$ cat src/rtl/cmip_mem_sfifo_ctrl.sv
// Single-clock FIFO controller for a 1r1w memory macro with fixed read latency.
// A small register output buffer, backed by read credits, gives a full-rate valid/ready output.
module cmip_mem_sfifo_ctrl #(
  parameter int DPTH         = 1024,
  parameter int DATA_WDTH    = 32,
  parameter int ADDR_WDTH    = $clog2(DPTH),
  parameter int READ_LATENCY = 4,
  localparam int OBUF_DPTH   = READ_LATENCY + 2,
  localparam int CNT_WDTH    = $clog2(DPTH + OBUF_DPTH + 1)
) (
  input  logic                 i_clk,
  input  logic                 i_rst_n,
  input  logic                 i_wvalid,
  output logic                 o_wready,
  input  logic [DATA_WDTH-1:0] i_wdata,
  output logic                 o_rvalid,
  input  logic                 i_rready,
  output logic [DATA_WDTH-1:0] o_rdata,
  output logic                 o_mem_wr,
  output logic [ADDR_WDTH-1:0] o_mem_waddr,
  output logic [DATA_WDTH-1:0] o_mem_wdata,
  output logic                 o_mem_rd,
  output logic [ADDR_WDTH-1:0] o_mem_raddr,
  input  logic [DATA_WDTH-1:0] i_mem_rdata,
  output logic [CNT_WDTH-1:0]  o_data_cnt,
  output logic                 o_overflow
);

  localparam int MCNT_WDTH = ADDR_WDTH + 1;
  localparam int ICNT_WDTH = $clog2(READ_LATENCY + 1);
  localparam int OCNT_WDTH = $clog2(OBUF_DPTH + 1);
  localparam int OPTR_WDTH = $clog2(OBUF_DPTH);

  function automatic logic [ICNT_WDTH-1:0] f_popcnt(input logic [READ_LATENCY-1:0] i_vec);
    logic [ICNT_WDTH-1:0] v_cnt;
    v_cnt = '0;
    for (int i = 0; i < READ_LATENCY; i++) begin
      v_cnt = v_cnt + ICNT_WDTH'(i_vec[i]);
    end
    return v_cnt;
  endfunction

  function automatic logic [OPTR_WDTH-1:0] f_optr_inc(input logic [OPTR_WDTH-1:0] i_ptr);
    return (i_ptr == OPTR_WDTH'(OBUF_DPTH - 1)) ? '0 : i_ptr + OPTR_WDTH'(1);
  endfunction

  logic [ADDR_WDTH-1:0]    r_wptr;
  logic [ADDR_WDTH-1:0]    r_rptr;
  logic [MCNT_WDTH-1:0]    r_mem_cnt;
  logic [READ_LATENCY-1:0] r_inflight;
  logic [DATA_WDTH-1:0]    r_obuf [OBUF_DPTH];
  logic [OPTR_WDTH-1:0]    r_ob_head;
  logic [OPTR_WDTH-1:0]    r_ob_tail;
  logic [OCNT_WDTH-1:0]    r_ob_cnt;
  logic [CNT_WDTH-1:0]     r_data_cnt;
  logic                    r_overflow;

  logic                    w_wready;
  logic                    w_wr;
  logic                    w_rd;
  logic                    w_push;
  logic                    w_pop;
  logic                    w_rvalid;
  logic [READ_LATENCY-1:0] w_inflight_nxt;
  logic [MCNT_WDTH-1:0]    w_mem_cnt_nxt;
  logic [OCNT_WDTH-1:0]    w_ob_cnt_nxt;
  logic [CNT_WDTH-1:0]     w_credit_used;

  assign w_wready = (r_mem_cnt != MCNT_WDTH'(DPTH));
  assign w_wr     = i_wvalid & w_wready;

  // Every issued read owns an output-buffer slot until popped; a same-cycle pop frees nothing yet.
  assign w_credit_used = CNT_WDTH'(f_popcnt(r_inflight)) + CNT_WDTH'(r_ob_cnt);
  assign w_rd          = (r_mem_cnt != '0) && (w_credit_used < CNT_WDTH'(OBUF_DPTH));

  assign w_push   = r_inflight[READ_LATENCY-1];
  assign w_rvalid = (r_ob_cnt != '0);
  assign w_pop    = i_rready & w_rvalid;

  assign w_mem_cnt_nxt = r_mem_cnt + MCNT_WDTH'(w_wr) - MCNT_WDTH'(w_rd);
  assign w_ob_cnt_nxt  = r_ob_cnt + OCNT_WDTH'(w_push) - OCNT_WDTH'(w_pop);

  if (READ_LATENCY == 1) begin : g_rl_one
    assign w_inflight_nxt = w_rd;
  end else begin : g_rl_multi
    assign w_inflight_nxt = {r_inflight[READ_LATENCY-2:0], w_rd};
  end

  // Pointers, occupancy counters, in-flight tracking and status outputs.
  always_ff @(posedge i_clk or negedge i_rst_n) begin
    if (!i_rst_n) begin
      r_wptr     <= '0;
      r_rptr     <= '0;
      r_mem_cnt  <= '0;
      r_inflight <= '0;
      r_ob_head  <= '0;
      r_ob_tail  <= '0;
      r_ob_cnt   <= '0;
      r_data_cnt <= '0;
      r_overflow <= 1'b0;
    end else begin
      if (w_wr) r_wptr <= r_wptr + ADDR_WDTH'(1);
      if (w_rd) r_rptr <= r_rptr + ADDR_WDTH'(1);
      if (w_push) r_ob_tail <= f_optr_inc(r_ob_tail);
      if (w_pop) r_ob_head <= f_optr_inc(r_ob_head);
      r_mem_cnt  <= w_mem_cnt_nxt;
      r_inflight <= w_inflight_nxt;
      r_ob_cnt   <= w_ob_cnt_nxt;
      r_data_cnt <= CNT_WDTH'(w_mem_cnt_nxt) + CNT_WDTH'(f_popcnt(w_inflight_nxt))
                    + CNT_WDTH'(w_ob_cnt_nxt);
      r_overflow <= i_wvalid & ~w_wready;
    end
  end

  // Output buffer storage; returning read data lands at the tail.
  always_ff @(posedge i_clk or negedge i_rst_n) begin
    if (!i_rst_n) begin
      for (int i = 0; i < OBUF_DPTH; i++) begin
        r_obuf[i] <= '0;
      end
    end else begin
      if (w_push) r_obuf[r_ob_tail] <= i_mem_rdata;
    end
  end

  assign o_wready    = w_wready;
  assign o_rvalid    = w_rvalid;
  assign o_rdata     = w_rvalid ? r_obuf[r_ob_head] : '0;
  assign o_mem_wr    = w_wr;
  assign o_mem_waddr = r_wptr;
  assign o_mem_wdata = i_wdata;
  assign o_mem_rd    = w_rd;
  assign o_mem_raddr = r_rptr;
  assign o_data_cnt  = r_data_cnt;
  assign o_overflow  = r_overflow;

endmodule

$ cat config.mk
export PLATFORM = sky130hd
export DESIGN_NAME = cmip_mem_sfifo_ctrl
export DESIGN_NICKNAME = d
export VERILOG_FILES = /design/src/rtl/cmip_mem_sfifo_ctrl.sv
export SDC_FILE = /design/constraint.sdc
export NUM_CORES = 1
export LEC_CHECK = 0
export CORE_ASPECT_RATIO = 0.9
export CORE_UTILIZATION = 55
export CTS_CLUSTER_SIZE = 8
export DETAILED_ROUTE_END_ITERATION = 8
export PLACE_DENSITY_LB_ADDON = 0.05
export SLEW_MARGIN = 5
export SYNTH_ARGS = -nofsm -noshare
export SYNTH_HDL_FRONTEND = slang
export SYNTH_SLANG_ARGS = --single-unit
$ cat constraint.sdc
create_clock -name i_clk -period 6.4 [get_ports i_clk]
set_clock_uncertainty 0.05 [all_clocks]
set_input_delay 1.28 -clock i_clk [delete_from_list [all_inputs] [get_ports i_clk]]
set_output_delay 1.28 -clock i_clk [all_outputs]
set_load 0.01 [all_outputs]
==> results by group <==
Status
  • Status: complete, no violations

Clocking
  • Post-CTS Hold Fix Bufs: 0
  • H-tree depth: 2
  • TritonCTS Buffers: 36
  • Post-cts resize count: 0
  • Post-CTS Setup Bufs: 0
  • Total clock sinks: 248
  • Worst-skew pair later-pin latency: 0.50 ns
  • Clock Root Buffer: clkbuf_16
  • Max clock buf depth: 3
  • TritonCTS clock tree: done
  • Clock transition at path regs: 0.05 ns

Placed design
  • Post-DP HPWL: 15600 µm
  • Buffers on Ports: 103
  • Routability cong.: 0.787

Worst setup path
  • CP required: 6.73 ns
  • FF-to-FF setup slack: 0.71 ns
  • CP arrival: 6.02 ns
  • Crit. Startpoint: r_inflight[3]
  • R2R Path Start: r_inflight[3]
  • CP max FO: 7
  • Worst Path Class, Setup: flip-flop to flip-flop
  • Setup crit start kind: flip-flop
  • Endpoint class of the critical path: flip-flop

Floorplan
  • DIE HEIGHT: 142 µm
  • Row Count: 50
  • # IOs: 168
  • DIE WIDTH: 157 µm
  • Die footprint: 22300 µm²
  • Core Box Area: 21100 µm²
  • Initial Utilization: 56.7%

Routing
  • DRC: 0
  • Router iterations before antenna repair: 4
  • Initial DRC Count: 341
  • DR vias/cell: 5.86
  • Vias: 7215
  • Routed WL: 25700 µm
  • WL/cell: 20.9 µm
  • Final antenna-violating net count: 0

Timing
  • Pins Over Slew Limit: 0
  • Slew margin rel.: 24.4%
  • Post-route minimum period: 5.69 ns
  • Slew @ Worst Pin: 1.13 ns
  • RSZ-0062 raised after global routing: false
  • Final hold vios: 0
  • Fmax: 176 MHz
  • Setup TNS: 0 ns
  • Period utilisation layout: 88.9%
  • Final Setup Violations: 0

Yosys
  • Top-count cell post-synth: dfrtp_1
  • Leading area contributor after synthesis: dfrtp_1
  • Post-synthesis sequential area ratio: 51.9%
  • Synth Area in Adders: 4.42%
  • Main synth FF type: dfrtp_1
  • EDFF count, synth: 0
  • Yosys reg bits: 248
  • Commonest cells in the synthesized netlist: 248 x dfrtp_1, 215 x mux2_2, 44 x nor2_1, 35 x inv_1
  • Asr flop ratio synth: 100%
  • Complex-gate fraction of the synthesized area: 4.45%
  • Top-area cell type share of the netlist area: 51.9%
  • Synth Instances: 862
  • Yosys warnings: 0
  • Largest cells by area after synthesis: dfrtp_1 52%, mux2_2 20%, mux4_2 6.0%
  • Post-synthesis mux area share: 27.4%
  • Synth Area in Simple Gates: 4.18%
  • Post-Syn Area per Cell: 13.9 µm²
  • Synthesized area: 12000 µm²
  • Syn_nets: 968
  • Synth Area in XOR/XNOR: 3.05%
  • Largest family of logic cells by synthesized area: multiplexers
  • Post-synthesis cell type count: 52

Layout
  • ANT cells: 0
  • Share of layout cells above drive strength 1: 34.1%
  • Final Util: 66.6%
  • Nets: 1049
  • P&R area growth vs syn: 17.5%

GRT
  • Pin count of the biggest net entering global routing: 153
  • Gr usage total: 24.2%
  • Number of global-route vias before repair: 8062
  • First-pass GRT wire length: 41900 µm
  • Initial antenna violation count: 0
  • Total gr overflow: 0

Job
  • Max Cap Viol: 0

Min path
  • Worst Hold Class: flip-flop to flip-flop
  • Hold_sp: r_inflight[2]
[state kept, by name (all words and copies together), names as in the netlist]
register / cells
r_obuf: 192
o_data_cnt: 11
r_mem_cnt: 11
o_mem_raddr: 10
o_mem_waddr: 10
r_inflight: 4
r_ob_cnt: 3
r_ob_head: 3
r_ob_tail: 3
o_overflow: 1
[final cells by class]
cell class,count,area [µm²]
inverters,35,131
clock buffers,39,933
multi-input cells,504,5230
flip-flops and latches,248,6210
fillers,1547,7040
clock inverters,2,17.5
well taps,286,358
repair buffers,118,1160
[placed cells by master (no fill, tap or decap), types with 5 or more instances in the layout]
cell / Yosys / final
nor2_1: 44 / 43
buf_4: 32 / 14
dfrtp_1: 248 / 246
and3_1: 5 / 5
nand3_1: 6 / 6
a22oi_1: 32 / 32
mux4_2: 32 / 32
xor2_1: 12 / 12
nand4_1: 8 / 8
a21oi_1: 7 / 7
mux2_1: 11 / 11
fa_1: 7 / 7
clkdlybuf4s50_1: 0 / 102
a21o_1: 6 / 6
inv_1: 35 / 35
nand2_1: 19 / 19
xnor2_1: 24 / 24
mux2_2: 215 / 215
clkbuf_16: 0 / 37
ha_1: 31 / 31
[metal layers]
| layer | part of all wire (%) | GRT usage, % | up-vias |
|---|---|---|---|
| li1 | - | - | 3202 |
| met1 | 44 | 31.7 | 3765 |
| met2 | 49 | 41.1 | 160 |
| met3 | 4.1 | 4.06 | 88 |
| met4 | 2.6 | 8.23 | 0 |
| met5 | 0 | 0 | - |
[cells by family (layout without fill, tap and decap cells)]
group           after synthesis  in the layout
compound gates               65             65
xor+xnor                     39             39
fa+ha+maj                    38             38
buf+inv                     110            194
flops                       248            248
mux                         259            259
simple gates                103            103
[worst paths after layout]
kind,endpoint,cells past startpoint
max in group asynchronous,r_ob_head[0],2
setup / recovery,o_data_cnt[10],20
min in group asynchronous,r_obuf[40],1
setup reg to reg,o_data_cnt[10],20
hold reg to reg,r_inflight[3],0
hold / removal,r_inflight[3],0
[critical path: stages (launching register included)]
cell and delay (ns):
dfrtp_1 0.48, fa_1 0.47, ha_1 0.29, a21o_1 0.20
fa_1 0.47, a221oi_1 0.37, a2bb2oi_2 0.21, ha_1 0.25
inv_1 0.06, ha_1 0.21, fa_1 0.47, ha_1 0.31
ha_1 0.30, inv_1 0.06, fa_1 0.46, nor2b_1 0.18
o31a_1 0.16, nor2_1 0.07, nor3b_2 0.21, nand4_1 0.15
xnor2_1 0.16
[metrics by stage]
step	cell area (µm²)	hold slack (ns)	setup WS, ns	instances
after floorplan	12000	0.324	0.906	862
after global placement	13100	0.355	0.915	1191
after detailed placement	13100	0.339	0.702	1191
after CTS	14000	0.361	0.706	1232
after global routing	14000	0.375	0.394	1232
final	14000	0.371	0.712	1232
Power is not shown: default switching activity piles up to over one toggle a cycle in this logic, so the estimate is an artifact.
